--- src/rtl/dec_seq_pkg.sv ---
// Shared definitions for the registered one-hot decoder / scanner.
package dec_seq_pkg;

  localparam logic MODE_DIRECT = 1'b0;
  localparam logic MODE_SCAN   = 1'b1;

  // Dwell counter width; DWELL is limited to 1..255.
  localparam int DWELL_CW = 8;

  // The scan state doubles as the previous-Mode register:
  // ENTER = last enabled cycle was direct (or reset), STEP = already scanning.
  typedef enum logic {
    SC_ENTER = 1'b0,
    SC_STEP  = 1'b1
  } scan_state_t;

  // Number of decoded output lines for an N-bit select.
  function automatic int out_width(input int n);
    return 1 << n;
  endfunction

endpackage

--- src/rtl/dec_seq_dwell_timer.sv ---
// Dwell counter: counts enabled scan cycles, ticks on the last cycle of a line.
module dwell_timer
  import dec_seq_pkg::*;
#(
  parameter int DWELL = 4
) (
  input  logic clk,
  input  logic rst,
  input  logic run,
  input  logic clr,
  output logic tick
);

  localparam logic [DWELL_CW-1:0] TC = DWELL_CW'(DWELL - 1);

  logic [DWELL_CW-1:0] r_cnt;

  assign tick = run && (r_cnt == TC);

  // Count while running, restart after terminal count, clear on demand.
  always_ff @(posedge clk) begin
    if (rst) begin
      r_cnt <= '0;
    end else if (clr) begin
      r_cnt <= '0;
    end else if (run) begin
      r_cnt <= tick ? '0 : r_cnt + 1'b1;
    end
  end

endmodule

--- src/rtl/dec_seq.sv ---
// Registered N-to-2^N one-hot decoder with enable and auto-scan mode.
//
// state    | meaning
// ---------+-----------------------------------------------------------
// SC_ENTER | previous enabled cycle was direct (or reset); next scan
//          | cycle restarts at index 0
// SC_STEP  | scanning; index advances when the dwell timer ticks
module dec_seq
  import dec_seq_pkg::*;
#(
  parameter int N     = 4,
  parameter int DWELL = 4
) (
  input  logic                    clk,
  input  logic                    rst,
  input  logic                    En,
  input  logic                    Mode,
  input  logic [N-1:0]            W,
  output logic [0:out_width(N)-1] Y,
  output logic [N-1:0]            Idx,
  output logic                    Wrap
);

  localparam int NY = out_width(N);

  scan_state_t     r_state;
  scan_state_t     w_state_nxt;
  logic [N-1:0]    r_idx;
  logic [N-1:0]    w_idx_nxt;
  logic [0:NY-1]   r_y;
  logic [0:NY-1]   w_y_nxt;
  logic            r_wrap;
  logic            w_wrap_nxt;
  logic            w_run;
  logic            w_clr;
  logic            w_tick;

  // Dwell runs only while stepping; any enabled non-stepping cycle restarts it.
  assign w_run = En && (Mode == MODE_SCAN) && (r_state == SC_STEP);
  assign w_clr = En && ((Mode == MODE_DIRECT) || (r_state == SC_ENTER));

  dwell_timer #(
    .DWELL (DWELL)
  ) u_dwell (
    .clk  (clk),
    .rst  (rst),
    .run  (w_run),
    .clr  (w_clr),
    .tick (w_tick)
  );

  // Next state, next index, one-hot decode and wrap pulse.
  always_comb begin
    w_state_nxt = r_state;
    w_idx_nxt   = r_idx;
    w_y_nxt     = '0;
    w_wrap_nxt  = 1'b0;
    if (En) begin
      if (Mode == MODE_DIRECT) begin
        w_state_nxt = SC_ENTER;
        w_idx_nxt   = W;
      end else if (r_state == SC_ENTER) begin
        w_state_nxt = SC_STEP;
        w_idx_nxt   = '0;
      end else if (w_tick) begin
        w_idx_nxt  = r_idx + 1'b1;
        w_wrap_nxt = (r_idx == {N{1'b1}});
      end
      // Y follows the index, so resuming after a pause restores the line.
      w_y_nxt[w_idx_nxt] = 1'b1;
    end
  end

  // Output and state registers; Idx and scan state hold while disabled.
  always_ff @(posedge clk) begin
    if (rst) begin
      r_state <= SC_ENTER;
      r_idx   <= '0;
      r_y     <= '0;
      r_wrap  <= 1'b0;
    end else begin
      r_state <= w_state_nxt;
      r_idx   <= w_idx_nxt;
      r_y     <= w_y_nxt;
      r_wrap  <= w_wrap_nxt;
    end
  end

  assign Y    = r_y;
  assign Idx  = r_idx;
  assign Wrap = r_wrap;

endmodule

--- config.mk ---
export PLATFORM = sky130hd
export DESIGN_NAME = dec_seq
export DESIGN_NICKNAME = d
export VERILOG_FILES = /design/src/rtl/dec_seq_pkg.sv /design/src/rtl/dec_seq_dwell_timer.sv /design/src/rtl/dec_seq.sv
export SDC_FILE = /design/constraint.sdc
export NUM_CORES = 1
export LEC_CHECK = 0
export ABC_CLOCK_PERIOD_IN_PS = 2650
export CELL_PAD_IN_SITES_DETAIL_PLACEMENT = 1
export CELL_PAD_IN_SITES_GLOBAL_PLACEMENT = 2
export CORE_AREA = 2 2 64 66
export CTS_CLUSTER_SIZE = 8
export DETAILED_ROUTE_END_ITERATION = 12
export DIE_AREA = 0 0 66 68
export DONT_BUFFER_PORTS = 1
export HOLD_SLACK_MARGIN = 0.12
export PLACE_DENSITY = 0.73
export SYNTH_ARGS = -nofsm -noshare
export SYNTH_HDL_FRONTEND = slang
export SYNTH_SLANG_ARGS = --single-unit
export TNS_END_PERCENT = 5
--- constraint.sdc ---
create_clock -name clk -period 2.65 [get_ports clk]
set_input_delay 0.265 -clock clk [delete_from_list [all_inputs] [get_ports clk]]
set_output_delay 0.265 -clock clk [all_outputs]
set_load 0.1 [all_outputs]
==> impl_metrics.ini, run 1 <==
[timing]
worst_pin_slew_ns = 0.9527
setup_total_negative_slack_ns = 0
report.final.setup_viol = 0
timing.max_slew.rel_slack_pct = 36.40
finalCritPeriodShare_pct = 90.28
fmax_ghz = 0.4180
grt_setup_unrepaired = false
final.setup_skew_ns = 0.003194
slew_viols_final = 0
final-hold-violation-count = 0
timing.final.crit_period_ns = 2.393

[worst_setup_path]
cp_data_arrival_time_ns = 2.56
list_of_cells_traversed_by_the_critical_path = ha_1 > or4b_1 > or4_4 > and3_1 > nor4_1
critPathSlowestCell = sky130_fd_sc_hd__or4_4
worst_ep_required_time_ns = 2.82
regToRegEndpoint = Y[13]
critPathMaxFanout = 9
slowest_stage_delay_on_critical_path_ns = 0.58
cp-start-kind = register
ff_to_ff_start = u_dwell.r_cnt[0]
crit_type = register to register
ff2ff_path_depth = 5
reg2reg_setup_slack_ns = 0.26
worst_setup_path_end_kind = register

[cts]
tritoncts = built
ctsResizeCount = 0
clk_pin_slew_worst_paths_ns = 0.07
maximum_clock_path_buffer_count = 2
cts_htree_levels = 2
cts.root.buffer_cell = sky130_fd_sc_hd__clkbuf_8
worst_skew_pair.late_latency_ns = 0.27
cts.sinks = 30
cts_buffers = 5

[logic_synthesis]
postSynthAreaPerCell_um2 = 9.330
combinational_family_with_the_most_area_after_synthesis = simple AND/OR/NAND/NOR gates
ys_async_sr_fraction_pct = 0
syn-cell-area_mm2 = 0.001306
synth-adder-area-share_pct = 1.916
postSynthCellCount = 140
yosysSeqAreaShare_pct = 45.98
synth-edff-count = 0
synth_flop_cell = sky130_fd_sc_hd__dfxtp_1
synth-simple-area-share_pct = 30.17
netlist-cell-type-count = 36
yosys_warnings = 0
synth.ff_latch_count = 30
synth_area_leaders = sky130_fd_sc_hd__dfxtp_1, sky130_fd_sc_hd__nor4_1, sky130_fd_sc_hd__nor2_1
post_synth_mux_area_share_pct = 0.7663
netlist.area_leader.share_pct = 45.98
synthXorXnorAreaFrac_pct = 4.023
synth-compound-area-share_pct = 13.03
synth_top_area_cell = sky130_fd_sc_hd__dfxtp_1
synth.net_count = 150

[pwr]
power.combinational.fraction_pct = 9.9
power.share.clock_pct = 39.4
p_int_mw = 0.6934
max_vdd_drop_mv = 0.2355
power_switching_mw = 0.2720
pwr_density_cell_mw_per_mm2 = 654.4
seq_power_share_pct = 50.7
totalPowerFinal_mw = 0.9654
p_leak_nw = 0.4764
swShare_pct = 28.17

[layout]
fin_nets = 155
num_antenna_cells = 0
mostFrequentLayoutCell = sky130_fd_sc_hd__dfxtp_1
final_design_area_no_fill_mm2 = 0.001475
fraction_of_final_layout_cells_with_drive_strength_greater_than_1_pct = 12.33
post_layout_nonfiller_instances = 196
final_cell_mix = sky130_fd_sc_hd__dfxtp_1, sky130_fd_sc_hd__nor4_1, sky130_fd_sc_hd__nor2_1
synthToLayoutAreaGrowth_pct = 12.93

[floorplan]
top_level_ports = 29
core_area_mm2 = 0.003856
start_util_pct = 33.87
die_height_um = 68
die_x_um = 66
design.die.area_mm2 = 0.004488
core.rowCount = 23

[min_path]
min_delay_worst_type = input pin to register
min_to = r_state
hold-path-cell-count = 2
min_from = Mode

[drt]
route.vias.total = 1133
detailedRoute.firstIterationViolations = 44
antenna_left = 0
wl_um = 3445
post-route-drc-count = 0
post_drt_wl_per_cell_um = 17.58
detail_route.first_pass.iterations = 4
post_drt_via_cell_ratio = 5.781

[grt]
grt_pass1_vias = 1198
globalRouteTotalUtil_pct = 17.55
grt_overflow = 0
pin_count_of_the_biggest_net_entering_global_routing = 16
antenna_found_initial = 0
grt_first_pass_wirelength_um = 5982

[run_status]
run_status = completed

[placed_design]
gp_routability_congestion = 0.8672
placed_area_mm2 = 0.001360
place.detailed.hpwl_um = 2459
portBuffers = 0
dp_cells = 186

[job]
max_cap_viol_count = 0
-- routing by layer --
layer	share of wire, %	global-route usage, %	vias to the layer above
met1	44	20.02	556
met2	49	31.31	27
met5	0	0	-
met3	4.6	4.605	6
met4	1.7	7.143	0
li1	-	-	544
-- timing repair --
item                                   4_1_cts  5_1_grt
hold buffers                                 2        0
endpoints found under the hold margin        7        0
setup buffers                                0        0
-- stage by stage --
| step | setup WS, ns | util, % | hold WS [ns] |
|---|---|---|---|
| after CTS | 0.2679 | 38.25 | 0.1414 |
| final | 0.2575 | 38.25 | 0.1454 |
| after global routing | 0.07831 | 38.25 | 0.1475 |
| after floorplan | 0.2413 | - | 0.4564 |
| after global placement | 0.4201 | 35.27 | 0.3318 |
| after detailed placement | 0.2932 | 35.27 | 0.3363 |
-- power by group through the flow --
stage | registers [mW] | logic [mW] | clock network, mW
6_report | 0.489 | 0.0958 | 0.380
4_1_cts | 0.489 | 0.0961 | 0.396
2_1_floorplan | 0.524 | 0.0548 | 0
3_3_place_gp | 0.499 | 0.0888 | 0
5_1_grt | 0.490 | 0.104 | 0.415
3_5_place_dp | 0.499 | 0.0903 | 0
-- worst max-delay path by stage --
| stage | slack [ns] | startpoint | depth (start not counted) | to |
|---|---|---|---|---|
| 2_1_floorplan | 0.24 | Idx[2] | 6 | Y[12] |
| 3_3_place_gp | 0.42 | u_dwell.r_cnt[0] | 5 | Y[11] |
| 3_5_place_dp | 0.29 | u_dwell.r_cnt[0] | 5 | Y[13] |
| 4_1_cts | 0.27 | u_dwell.r_cnt[0] | 5 | Y[13] |
| 5_1_grt | 0.08 | u_dwell.r_cnt[0] | 5 | Y[11] |
| 6_report | 0.26 | u_dwell.r_cnt[0] | 5 | Y[13] |
-- critical path: cells and delay by family, from the launching register on --
kind / cells / cell delay, ns
AND/OR/NAND/NOR: 4 / 1.71
adder cells (fa/ha/maj): 1 / 0.20
flip-flops: 1 / 0.37
-- flip-flops by register name, summed over array words and instances (netlist names) --
register / count
Y: 16
u_dwell.r_cnt: 8
Idx: 4
Wrap: 1
r_state: 1
-- cells by family after synthesis --
group,after synthesis
XOR/XNOR,6
adder cells (fa/ha/maj),2
AND/OR/NAND/NOR,71
AO/OA/AOI/OAI,19
multiplexers,1
flip-flops,30
buffers and inverters,11
-- area by class of cell --
cell class | count | area [µm²]
clock buffers | 6 | 82.58
clock inverters | 2 | 12.51
fillers | 459 | 2381
inverters | 2 | 7.507
multi-input cells | 99 | 651.9
flip-flops and latches | 30 | 600.6
well taps | 50 | 62.56
repair buffers | 7 | 57.56
-- cells in the mapped netlist (all sizes together), types with 2 or more instances --
library cell and count:
ha 2, nor3 3, nand2 9, a21oi 4
dfxtp 30, nor4b 2, a311oi 2, nand4 3
inv 2, nand3b 3, nand2b 3, or4b 2
nor4 20, xnor2 5, nand3 6, clkbuf 6
o21bai 2, buf 3, nor2 15, a211oi 3
o211ai 2, and3 2
(Power assumes the default switching activity.)
==> run 2, diff against run 1 <==
--- a/config.mk
+++ b/config.mk
@@ -6,6 +6,7 @@
 export NUM_CORES = 1
 export LEC_CHECK = 0
 export ABC_CLOCK_PERIOD_IN_PS = 2650
+export CAP_MARGIN = 40
 export CELL_PAD_IN_SITES_DETAIL_PLACEMENT = 1
 export CELL_PAD_IN_SITES_GLOBAL_PLACEMENT = 2
 export CORE_AREA = 2 2 64 66
@@ -13,6 +14,7 @@
 export DETAILED_ROUTE_END_ITERATION = 12
 export DIE_AREA = 0 0 66 68
 export DONT_BUFFER_PORTS = 1
+export GPL_TIMING_DRIVEN = 0
 export HOLD_SLACK_MARGIN = 0.12
 export PLACE_DENSITY = 0.73
 export SYNTH_ARGS = -nofsm -noshare
==> impl_metrics.ini, run 2 (synthesized netlist as in run 1, its figures left out) <==
[layout]
post-route-util_pct = 46.30
largest_reg_flops = 16
final_cell_mix = sky130_fd_sc_hd__dfxtp_1, sky130_fd_sc_hd__buf_8, sky130_fd_sc_hd__nor4_1
mostFrequentLayoutCell = sky130_fd_sc_hd__dfxtp_1
num_antenna_cells = 0
synthToLayoutAreaGrowth_pct = 36.69
fraction_of_final_layout_cells_with_drive_strength_greater_than_1_pct = 22.49
fin_nets = 178

[cts]
cts.root.buffer_cell = sky130_fd_sc_hd__clkbuf_8
cts_buffers = 5
cts_htree_levels = 2
tritoncts = built
maximum_clock_path_buffer_count = 2
clk_pin_slew_worst_paths_ns = 0.07
cts.sinks = 30
worst_skew_pair.late_latency_ns = 0.28

[worst_setup_path]
list_of_cells_traversed_by_the_critical_path = ha_1 > or4b_1 > buf_2 > nor4_1 > a311o_1 > nor4_1
slowest_stage_delay_on_critical_path_ns = 0.49
critPathMaxFanout = 8
cp_data_arrival_time_ns = 2.53
worst_setup_path_end_kind = register
reg2reg_setup_slack_ns = 0.25
crit_top_cell = sky130_fd_sc_hd__nor4_1
gate_family_responsible_for_the_most_delay_along_the_worst_path = simple AND/OR/NAND/NOR gates
crit_buf_inv = 1
worst_ep_required_time_ns = 2.78
cp-start-kind = register
crit_type = register to register
critPathSlowestCell = sky130_fd_sc_hd__nor4_1

[drt]
antenna_left = 0
detail_route.first_pass.iterations = 4
post_drt_wl_per_cell_um = 16.47
post-route-drc-count = 0
wl_um = 3607
post_drt_via_cell_ratio = 5.416
detailedRoute.firstIterationViolations = 53
route.vias.total = 1186

[timing]
timing.final.crit_period_ns = 2.398
final-hold-violation-count = 0
worst_pin_slew_ns = 0.6858
timing.max_slew.rel_slack_pct = 54.28
fmax_ghz = 0.4171
grt_setup_unrepaired = false
report.final.setup_viol = 0
finalCritPeriodShare_pct = 90.47
slew_viols_final = 0
setup_total_negative_slack_ns = 0
final.setup_skew_ns = 0.002991

[job]
max_cap_viol_count = 0

[pwr]
max_vdd_drop_mv = 0.2253
totalPowerFinal_mw = 0.9954
pwr_density_cell_mw_per_mm2 = 557.5
p_leak_nw = 0.6158

[placed_design]
place.detailed.hpwl_um = 2702
gp_routability_congestion = 0.8634
portBuffers = 0

[grt]
globalRouteTotalUtil_pct = 17.62
grt_pass1_vias = 1175
antenna_found_initial = 0
grt_first_pass_wirelength_um = 5823
grt_overflow = 0
pin_count_of_the_biggest_net_entering_global_routing = 11

[floorplan]
core.rowCount = 23
start_util_pct = 33.87
top_level_ports = 29
die_x_um = 66
die_height_um = 68
design.die.area_mm2 = 0.004488
core_area_mm2 = 0.003856

[run_status]
run_status = completed

[min_path]
min_delay_worst_type = input pin to register
## run 2: path summary, 6_finish.rpt
check,from,end,cells past startpoint
hold reg to reg,u_dwell.r_cnt[1],u_dwell.r_cnt[1],2
setup reg to reg,u_dwell.r_cnt[0],Y[1],6
setup / recovery,u_dwell.r_cnt[0],Y[1],6
hold / removal,W[1],Idx[1],2
## run 2: what timing repair did
item | 4_1_cts | 5_1_grt
hold buffers | 0 | 0
resized for setup | 0 | 1
setup buffers | 0 | 0
setup endpoints to repair | 0 | 18
## run 2: layer usage
layer | wire length (µm) | track usage (%)
met1 | 1550 | 20.24
met2 | 1810 | 31.44
met3 | 191 | 4.605
met4 | 55 | 6.888
met5 | 0 | 0
## run 2: layout make-up
type / instances / area (µm²)
flip-flops and latches: 30 / 600.6
plain buffers: 9 / 46.29
inverters: 2 / 7.507
well taps: 50 / 62.56
multi-input cells: 99 / 658.1
repair buffers: 21 / 315.3
clock inverters: 2 / 12.51
clock buffers: 6 / 82.58
fillers: 451 / 2071
## run 2: stage by stage
stage	instances	hold WS, ns	area (µm²)	worst slack (ns)
2_1_floorplan	140	0.4564	1306	0.2413
3_3_place_gp	190	0.4722	1369	-0.01268
3_5_place_dp	211	0.4814	1684	0.1153
4_1_cts	219	0.2073	1779	0.1076
5_1_grt	219	0.2318	1785	0.1211
6_report	219	0.2111	1785	0.2525
## run 2: where the power goes
part | internal [mW] | switching (mW) | total (mW)
Sequential | 0.459 | 0.0110 | 0.470
Combinational | 0.0410 | 0.0999 | 0.141
Clock | 0.208 | 0.176 | 0.385
Total | 0.708 | 0.287 | 0.995
